`src/rtl/ddr5_cmd_timer.sv`:
```
// DDR5 command spacing timer: accepts decoded commands, enforces command-to-command gaps, issues one cycle later.
// Optional per-command issue counters are compiled in when DDR5_CMD_TIMER_STATS_EN is defined.
module ddr5_cmd_timer #(
    parameter int T_RR  = 4,
    parameter int T_RTW = 5,
    parameter int T_WTR = 6,
    parameter int T_WW  = 4,
    parameter int T_RFC = 16,
    parameter int CNT_W = 8
) (
    input  logic       clk,
    input  logic       rst,
    input  logic       in_valid,
    input  logic [1:0] in_cmd,
    output logic       in_ready,
    output logic       out_valid,
    output logic [1:0] out_cmd,
    output logic       busy
`ifdef DDR5_CMD_TIMER_STATS_EN
    ,
    output logic [15:0] rd_count,
    output logic [15:0] wr_count,
    output logic [15:0] ref_count
`endif
);

    localparam logic [1:0] CMD_NOP = 2'b00;
    localparam logic [1:0] CMD_RD  = 2'b01;
    localparam logic [1:0] CMD_WR  = 2'b10;
    localparam logic [1:0] CMD_REF = 2'b11;

    localparam logic [CNT_W-1:0] G_RR  = CNT_W'(T_RR);
    localparam logic [CNT_W-1:0] G_RTW = CNT_W'(T_RTW);
    localparam logic [CNT_W-1:0] G_WTR = CNT_W'(T_WTR);
    localparam logic [CNT_W-1:0] G_WW  = CNT_W'(T_WW);
    localparam logic [CNT_W-1:0] G_RFC = CNT_W'(T_RFC);
    localparam logic [CNT_W-1:0] CNT_MAX = '1;
    // Once elapsed reaches the larger of the two gaps out of READ/WRITE, no pending constraint remains.
    localparam logic [CNT_W-1:0] G_RD_MAX = (T_RR > T_RTW) ? G_RR : G_RTW;
    localparam logic [CNT_W-1:0] G_WR_MAX = (T_WTR > T_WW) ? G_WTR : G_WW;

    typedef enum logic [1:0] {
        ST_FREE,
        ST_SPACING,
        ST_REFRESH
    } state_t;

    logic [1:0]       last_cmd_q, last_cmd_d;
    logic [CNT_W-1:0] elapsed_q, elapsed_d;
    logic             out_valid_q, out_valid_d;
    logic [1:0]       out_cmd_q, out_cmd_d;
    logic [CNT_W-1:0] gap;
    logic             accept;
    logic             issue;
    state_t           state;

    always_comb begin
        gap = '0;
        if (last_cmd_q == CMD_REF) begin
            gap = G_RFC;
        end else if (in_cmd != CMD_NOP) begin
            case (last_cmd_q)
                CMD_RD:  gap = (in_cmd == CMD_RD) ? G_RR : G_RTW;
                CMD_WR:  gap = (in_cmd == CMD_WR) ? G_WW : G_WTR;
                default: gap = '0;
            endcase
        end
    end

    assign in_ready = (elapsed_q >= gap);
    assign accept   = in_valid & in_ready;
    assign issue    = accept & (in_cmd != CMD_NOP);

    always_comb begin
        state = ST_FREE;
        case (last_cmd_q)
            CMD_REF: state = (elapsed_q < G_RFC) ? ST_REFRESH : ST_FREE;
            CMD_RD:  state = (elapsed_q < G_RD_MAX) ? ST_SPACING : ST_FREE;
            CMD_WR:  state = (elapsed_q < G_WR_MAX) ? ST_SPACING : ST_FREE;
            default: state = ST_FREE;
        endcase
    end

    assign busy = (state == ST_REFRESH);

    always_comb begin
        last_cmd_d  = last_cmd_q;
        elapsed_d   = elapsed_q;
        out_valid_d = issue;
        out_cmd_d   = out_cmd_q;
        if (issue) begin
            last_cmd_d = in_cmd;
            out_cmd_d  = in_cmd;
            elapsed_d  = CNT_W'(1);
        end else if (!accept && (elapsed_q != CNT_MAX)) begin
            // An accepted NOP freezes the counter; otherwise it counts up and saturates.
            elapsed_d = elapsed_q + CNT_W'(1);
        end
    end

    always_ff @(posedge clk or posedge rst) begin
        if (rst) begin
            last_cmd_q  <= CMD_NOP;
            elapsed_q   <= CNT_MAX;
            out_valid_q <= 1'b0;
            out_cmd_q   <= CMD_NOP;
        end else begin
            last_cmd_q  <= last_cmd_d;
            elapsed_q   <= elapsed_d;
            out_valid_q <= out_valid_d;
            out_cmd_q   <= out_cmd_d;
        end
    end

    assign out_valid = out_valid_q;
    assign out_cmd   = out_cmd_q;

`ifdef DDR5_CMD_TIMER_STATS_EN
    logic [15:0] rd_count_q, rd_count_d;
    logic [15:0] wr_count_q, wr_count_d;
    logic [15:0] ref_count_q, ref_count_d;

    always_comb begin
        rd_count_d  = rd_count_q;
        wr_count_d  = wr_count_q;
        ref_count_d = ref_count_q;
        if (out_valid_q) begin
            case (out_cmd_q)
                CMD_RD:  rd_count_d  = rd_count_q + 16'd1;
                CMD_WR:  wr_count_d  = wr_count_q + 16'd1;
                CMD_REF: ref_count_d = ref_count_q + 16'd1;
                default: ;
            endcase
        end
    end

    always_ff @(posedge clk or posedge rst) begin
        if (rst) begin
            rd_count_q  <= '0;
            wr_count_q  <= '0;
            ref_count_q <= '0;
        end else begin
            rd_count_q  <= rd_count_d;
            wr_count_q  <= wr_count_d;
            ref_count_q <= ref_count_d;
        end
    end

    assign rd_count  = rd_count_q;
    assign wr_count  = wr_count_q;
    assign ref_count = ref_count_q;
`endif

endmodule

```
`config.mk`:
```
export PLATFORM = sky130hd
export DESIGN_NAME = ddr5_cmd_timer
export DESIGN_NICKNAME = d
export VERILOG_FILES = /design/src/rtl/ddr5_cmd_timer.sv
export SDC_FILE = /design/constraint.sdc
export NUM_CORES = 1
export LEC_CHECK = 0
export ABC_AREA = 1
export CAP_MARGIN = 20
export CORE_MARGIN = 2
export CORE_UTILIZATION = 59
export DETAILED_ROUTE_END_ITERATION = 16
export GPL_TIMING_DRIVEN = 0
export PLACE_DENSITY = 0.92
export SETUP_SLACK_MARGIN = 0.05
export SLEW_MARGIN = 30
export SYNTH_ARGS = -nofsm -noshare
export SYNTH_HDL_FRONTEND = slang
export SYNTH_SLANG_ARGS = --single-unit
```
`constraint.sdc`:
```
create_clock -name clk -period 5.5 [get_ports clk]
set_clock_uncertainty 0.15 [all_clocks]
set_input_delay 1.1 -clock clk [delete_from_list [all_inputs] [get_ports clk]]
set_output_delay 1.1 -clock clk [all_outputs]
set_load 0.05 [all_outputs]
```
# Word-level counts from Yosys, hierarchy flattened
# Index checks and enable logic that the tools add are counted.
dict set report totals {
  reg_bits 11
  inputBits 5
  output_inout_bits 5
  elab_cells 32
}
dict set report classes {
  n_addsub 1
  n_lt_le_gt_ge 4
  n_eq_ne 7
  n_mux 11
  n_bitwise 2
  n_reduce_logical 4
}
# operator count
set op_table {}
lappend op_table {{8-bit by 3-bit < comparator with 1-bit output, second input constant} 2}
lappend op_table {{8-bit 2-to-1 mux} 2}
lappend op_table {{8-bit by 1-bit adder with 8-bit output, second input constant} 1}
lappend op_table {{2-bit == test, second input constant} 4}
lappend op_table {{8-bit greater-or-equal comparator} 1}
lappend op_table {{8-bit by 5-bit < comparator with 1-bit output, second input constant} 1}
lappend op_table {{8-bit inequality test, second input constant} 1}
lappend op_table {{2-bit case mux with 3 select lines} 1}
lappend op_table {{3-bit case mux with 2 select lines} 1}
lappend op_table {{5-bit 2-to-1 mux} 1}
lappend op_table {{2-bit by 1-bit == test with 1-bit output, second input constant} 2}
lappend op_table {{2-bit 2-to-1 mux} 2}
lappend op_table {{2-bit nonzero test} 2}
lappend op_table {{1-bit 2-to-1 mux} 3}
lappend op_table {{3-bit 2-to-1 mux} 1}
lappend op_table {{1-bit bitwise AND} 2}
lappend op_table {{1-bit logical AND} 1}
lappend op_table {{1-bit logical NOT} 1}

# Depth between registers and ports, before layout
dict set report logic_depth {
  word_depth 11
  ltp_mapped 16
  mapped_depth_nobuf 16
}

# Worst setup path after synthesis
# No wires, ideal clock.
dict set report synth_timing {
  kind {reg2out}
  startpoint {register, netlist name out_cmd[0]}
  endpoint {output port busy}
  t_arrival_ns 2.175
  t_required_ns 4.250
  slack_ns 2.075
  path_stages_with_launch 6
  path_buffers 0
  cell_sequence {dfrtp_1 > inv_1 > ha_1 > nand2_1 > a21oi_1 > nor3_1}
}
# element line_no
set synth_rtl {}
lappend synth_rtl {{end, declared} 18} ;# output logic busy

# Worst setup path after layout
dict set report layout_timing {
  startpoint {input port in_cmd[0]}
  endpoint {output port in_ready}
}
dict set report layout_between {
  elab_chain_cells 6
  word_cells_on_any_way 9
  cone_classes {1 x order compare; 2 x eq/ne; 5 x mux; 1 x reduce/logical}
}
# element line_no
set layout_rtl {}
lappend layout_rtl {{start, declared} 14} ;# input logic [1:0] in_cmd,
lappend layout_rtl {{2-bit by 1-bit == test with 1-bit output or 2-bit == test (tied branches)} {63, 64}}
lappend layout_rtl {{1-bit 2-to-1 mux or 2-bit 2-to-1 mux (tied branches)} {63, 64}}
lappend layout_rtl {{3-bit case mux with 2 select lines} 62} ;# case (last_cmd_q)
lappend layout_rtl {{3-bit 2-to-1 mux *} 61} ;# end else if (in_cmd != CMD_NOP) begin
lappend layout_rtl {{5-bit 2-to-1 mux *} 59} ;# if (last_cmd_q == CMD_REF) begin
lappend layout_rtl {{8-bit greater-or-equal comparator *} 70} ;# assign in_ready = (elapsed_q >= gap);
lappend layout_rtl {{end, declared} 15} ;# output logic in_ready,
# Mark *: on every way between the ends. The rest lies on a longest branch, timed or not.

==> qor.tcl <==
set qor(status) {complete, no violations}
set qor(clk_transition_reported_paths_ps) 70
set qor(drive_above_1_share_pct) 23.85
set qor(ys_seq_elements) 11
set qor(layout_commonest_cell) {sky130_fd_sc_hd__nand2_1}
set qor(vias_after_detailed_routing) 811
set qor(number_of_antenna_violations_at_the_first_check_in_global_routing) 0
set qor(timing.final.crit_share_pct) 82.61
set qor(place_inst) 142
set qor(track_usage_pct) 21.65
set qor(cp_num_buf_inv) 4
set qor(floorplan.die.height_um) 43.64
set qor(syn-num-nets) 132
set qor(layout.cells.most_common_list) {31 x sky130_fd_sc_hd__nand2_1, 15 x sky130_fd_sc_hd__inv_1, 11 x sky130_fd_sc_hd__nand3_1, 10 x sky130_fd_sc_hd__ha_1, 9 x sky130_fd_sc_hd__clkdlybuf4s50_1}
set qor(finalMaxSlewViolations) 0
set qor(worstMarginPinSlew_ps) 493.3
set qor(die-width_um) 43.64
set qor(setup_tns_ps) 0
set qor(yosysWarningCount) 0
set qor(gpl.final_weighted_congestion) 0.7992
set qor(crit_path_max_incr_delay_ps) 800
set qor(areaGrowthSynthToFinish_pct) 14.71
set qor(finalNonFillerCells) 146
set qor(grt_pass1_wl_mm) 3.015
set qor(avgRoutedWirePerCell_um) 12.51
set qor(finalSetupViolCount) 0
set qor(worstSkewPairLatency_ps) 280
set qor(worstSetupPathType) {in -> out}
set qor(detail_route.drc_violations) 0
set qor(grt_setup_unrepaired) {no}
set qor(global_route.overflow_total) 0
set qor(synth-seq-area-share_pct) 30.77
set qor(cts.htree.levels) 1
set qor(critPathTopFamily) {buffers and inverters}
set qor(slew-limit-headroom_pct) 67.01
set qor(grt_max_degree) 12
set qor(worst_path_max_delay_cell) {sky130_fd_sc_hd__clkdlybuf4s50_1}
set qor(cp_data_required_time_ps) 4250
set qor(die-area_sq_um) 1904
set qor(number_of_instances_resized_during_post_cts_repair) 0
set qor(hold_path.class) {reg -> reg}
set qor(first_global_vias) 754
set qor(floorplan.initialDensity_pct) 62.27
set qor(cts_inserted_buffers) 3
set qor(design.core.area_sq_um) 1489
set qor(place_hpwl_mm) 1.422
set qor(final_period_minus_worst_setup_slack_ps) 4544
set qor(final_net_count) 146
set qor(port-buffer-count) 9
set qor(synthesis.instances) 117
set qor(critPathMostFrequentCell) {sky130_fd_sc_hd__nand2_1}
set qor(yosysUniqueCellTypes) 24
set qor(clock-sinks) 11
set qor(ctsHoldBuffers) 0
set qor(first_iter_violations) 10
set qor(routed_via_density) 5.555
set qor(setup.worst_path.start_class) {input port}
set qor(post-cts-setup-buffer-count) 0
set qor(tritoncts) {done}
set qor(synth_area_sq_um) 927.1
set qor(diodes) 0
set qor(clock_tree.root_cell) {sky130_fd_sc_hd__clkbuf_4}
set qor(post_synth.cell_area_avg_sq_um) 7.924
set qor(detail_route.wirelength_mm) 1.826
set qor(finalHoldViolations) 0
set qor(max_freq_mhz) 220.1
set qor(crit_path_end_kind) {primary output}
set qor(floorplan.rows) 14
set qor(io_pins) 10
set qor(final_antenna_net_count) 0
set qor(crit_arrival_ps) 3290
set qor(worstPathMaxFanout) 3
set qor(max_cap_violations) 0
set qor(drt_pre_antenna_iters) 4
set qor(path_cells) {clkdlybuf4s50_1, nor2_1, inv_1, nand2_1, ha_1, inv_1, nor2_2, nand2_1, nand2_1, nand2_1, nand3_4, clkdlybuf4s50_1}
set qor(clock_tree.buffer_depth) 2
-- layer usage --
| layer | global-route usage [%] | vias up | part of all wire, % |
|---|---|---|---|
| met5 | 0 | - | 0 |
| met4 | 12.12 | 0 | 2.6 |
| met3 | 4.167 | 9 | 3.5 |
| met2 | 37.65 | 16 | 51 |
| met1 | 24.48 | 386 | 42 |
| li1 | - | 400 | - |
-- state kept, by name (all words and copies together), names as in the netlist --
signal / count
elapsed_q: 8
out_valid: 1
out_cmd: 2
-- path summary, 6_finish.rpt --
kind / from / end / slack, ps / depth (start not counted)
min in group asynchronous: rst / out_valid / 970 / 2
worst min register to register: elapsed_q[6] / elapsed_q[6] / 330 / 2
worst max-delay path: in_cmd[0] / in_ready / 960 / 12
worst max register to register: out_cmd[0] / out_cmd[1] / 3210 / 13
worst min-delay path: elapsed_q[6] / elapsed_q[6] / 330 / 2
max in group asynchronous: rst / elapsed_q[1] / 3900 / 2
-- tightest hold or removal path, cell delays in order (launching register included) --
cell	delay, ps
sky130_fd_sc_hd__dfstp_2	380
sky130_fd_sc_hd__nand3_2	60
sky130_fd_sc_hd__nand2_1	40
-- cell usage after synthesis --
cell                       number  share of area [%]
sky130_fd_sc_hd__o21ai_0        3                1.6
sky130_fd_sc_hd__nor3_1         2                1.1
sky130_fd_sc_hd__a21oi_1        1               0.54
sky130_fd_sc_hd__buf_6          2                2.4
sky130_fd_sc_hd__ha_1          10                 13
sky130_fd_sc_hd__xnor2_1        1               0.94
sky130_fd_sc_hd__nand4_1        5                3.4
sky130_fd_sc_hd__dfstp_2        8                 23
sky130_fd_sc_hd__or2_2          1               0.68
sky130_fd_sc_hd__nand3_2        3                3.2
sky130_fd_sc_hd__inv_2          2               0.81
sky130_fd_sc_hd__nand2_2        2                1.3
sky130_fd_sc_hd__nand3b_1       2                1.6
sky130_fd_sc_hd__nand3_4        1                1.9
sky130_fd_sc_hd__inv_1         15                6.1
sky130_fd_sc_hd__nand2_4        2                2.4
sky130_fd_sc_hd__nand3_1       11                5.9
sky130_fd_sc_hd__nor2_2         4                2.7
sky130_fd_sc_hd__nor2_1         5                2.0
sky130_fd_sc_hd__nand2_8        1                2.2
sky130_fd_sc_hd__nand3b_2       1                1.2
sky130_fd_sc_hd__nand2_1       31                 13
sky130_fd_sc_hd__nor3_2         1                1.1
sky130_fd_sc_hd__dfrtp_1        3                8.1
-- stage by stage --
stage	setup WS [ps]	cell area (sq um)	util, %	hold slack (ps)
6_report	956.4	1064	71.43	327.3
5_1_grt	845.7	1064	71.43	354.2
4_1_cts	940.4	1064	71.43	331.0
3_5_place_dp	949.5	1037	69.66	320.7
3_3_place_gp	958.4	1037	69.66	316.5
2_1_floorplan	2075	927.1	-	305.5
-- cell type report --
cell class / count / area [sq um]
Inverter: 17 / 63.81
Sequential cell: 11 / 285.3
Tap cell: 16 / 20.02
Fill cell: 112 / 425.4
Multi-Input combinational cell: 87 / 555.5
Buffer: 2 / 22.52
Clock buffer: 4 / 26.28
Timing Repair Buffer: 9 / 90.09
-- cells by family (layout without fill, tap and decap cells) --
family | Yosys count | count (layout) | synth area share (%)
AO/OA/AOI/OAI | 4 | 4 | 2.158
AND/OR/NAND/NOR | 72 | 72 | 43.32
XOR/XNOR | 1 | 1 | 0.9448
adder cells (fa/ha/maj) | 10 | 10 | 13.50
flip-flops | 11 | 11 | 30.77
buffers and inverters | 19 | 32 | 9.311
Power is not shown: default switching activity piles up to over one toggle a cycle in this logic, so the estimate is an artifact.
==> patch: new RTL, same settings <==
Set the parameter `CNT_W` to 12 (it was 8).
--- a/src/rtl/ddr5_cmd_timer.sv
+++ b/src/rtl/ddr5_cmd_timer.sv
@@ -6,7 +6,7 @@
     parameter int T_WTR = 6,
     parameter int T_WW  = 4,
     parameter int T_RFC = 16,
-    parameter int CNT_W = 8
+    parameter int CNT_W = 12
 ) (
     input  logic       clk,
     input  logic       rst,
Formal check against the unedited RTL: no difference found for any inputs over 10 cycles, from zero or initial values and one cycle with rst high; that may be too few to reach the edited logic, so the function may still have changed.
==> patch against the original RTL <==
- sequential cell count rose by 4
- global-route usage increased by 2.8 points
- synthesized cell count up 37%
- cell area up 25%
- area after synthesis grew 27%
- wire length rose by 41%
- setup slack got worse by 0.00093 ns
- final cell count grew 37%
- largest cell class unchanged
- highest routed layer unchanged
==> patch: results (changes against the original RTL) <==
==================================================================================
Outcome                                                               complete, no violations   unchanged
Overall Global Routing Usage                                                 24.5%   was 21.6%
Share of synthesized area occupied by flip-flops and latches                 33.1%   was 30.8%
Final #Nets                                                                    189   was 146
Detail-routed net length per standard cell                                 12.9 um   was 12.5 um
Wire length of the first global-routing pass                               4530 um   was 3020 um
Global-route met1 utilization                                                34.1%   was 24.5%
Number of global-route vias before repair                                     1001   was 754
Maximum number of pins on one net before global-route repair                    16   was 12
Violation count after the first detailed-route iteration                        26   was 10
Number of nets in the synthesized netlist                                      175   was 132
Layout cells sized above 1                                                   16.2%   was 23.8%
Routability Congestion                                                       0.885   was 0.799
Most frequent cells after synthesis                                   sky130_fd_sc_hd__nand2_1 (37), sky130_fd_sc_hd__nand3_1 (22), sky130_fd_sc_hd__inv_1 (19)   was sky130_fd_sc_hd__nand2_1 (31), sky130_fd_sc_hd__inv_1 (15), sky130_fd_sc_hd__nand3_1 (11)
Met3 Use GR                                                                  3.40%   was 4.17%
Terminus of the critical flop-to-flop path                            elapsed_q[7]   was out_cmd[1]
Adder and majority cell fraction of the synthesized area                     10.6%   was 13.5%
Crit. Startpoint                                                         in_cmd[1]   was in_cmd[0]
Synth Area in Compound Gates                                                 2.76%   was 2.16%
Worst hold-check slack                                                    0.372 ns   was 0.327 ns
Flip-flop count of the largest register, all copies and words added             12   was 8
Met2 global-route usage                                                      39.7%   was 37.6%
Start point of the worst min-delay path                               elapsed_q[5]   was elapsed_q[6]
Clock network fraction of design power                                        8.7%
Via-per-instance ratio                                                        5.50   was 5.55
==================================================================================
-- patch: cell count changes after synthesis, sizes merged, moves of 3 or more --
| cell | unedited run | this run |
|---|---|---|
| nand2 | 36 | 40 |
| xor2 | 0 | 6 |
| nor2 | 9 | 19 |
| nand3 | 15 | 24 |
| nand3b | 3 | 0 |
| nand4 | 5 | 12 |
| buf | 2 | 5 |
| nor3 | 3 | 0 |
| inv | 17 | 20 |
| dfstp | 8 | 12 |
-- patch: through the flow --
step	std cells	total power (uW)	util, %	setup WS, ns
after floorplan	160	556	-	2.03
after global placement	196	668	67.8	1.03
after detailed placement	196	690	67.8	0.990
after CTS	200	758	69.2	0.981
after global routing	200	825	69.2	0.824
final	200	762	69.2	0.955
-- patch: per-layer routing --
metal  vias to the layer above  routed length, um
li1                        548                  -
met1                       506               1170
met2                        38               1230
met3                         7                131
met4                         0                 46
met5                         -                  0
-- patch: worst max-delay path: stages --
cell,delay (ns)
sky130_fd_sc_hd__clkdlybuf4s50_1,0.51
sky130_fd_sc_hd__nand2_1,0.06
sky130_fd_sc_hd__nor2_1,0.13
sky130_fd_sc_hd__ha_1,0.24
sky130_fd_sc_hd__inv_1,0.05
sky130_fd_sc_hd__nand2_1,0.04
sky130_fd_sc_hd__nand2_1,0.05
sky130_fd_sc_hd__nand2_1,0.04
sky130_fd_sc_hd__nand2_1,0.06
sky130_fd_sc_hd__nand3_1,0.12
sky130_fd_sc_hd__and2_1,0.20
sky130_fd_sc_hd__clkdlybuf4s50_1,0.70
-- patch: final cells by class --
cell class              count  area share [%]
multi-input cells         120            50.8
flip-flops and latches     15            29.4
repair buffers              9            6.77
inverters                  20            5.64
plain buffers               5            2.92
well taps                  27            2.54
clock buffers               4            1.98
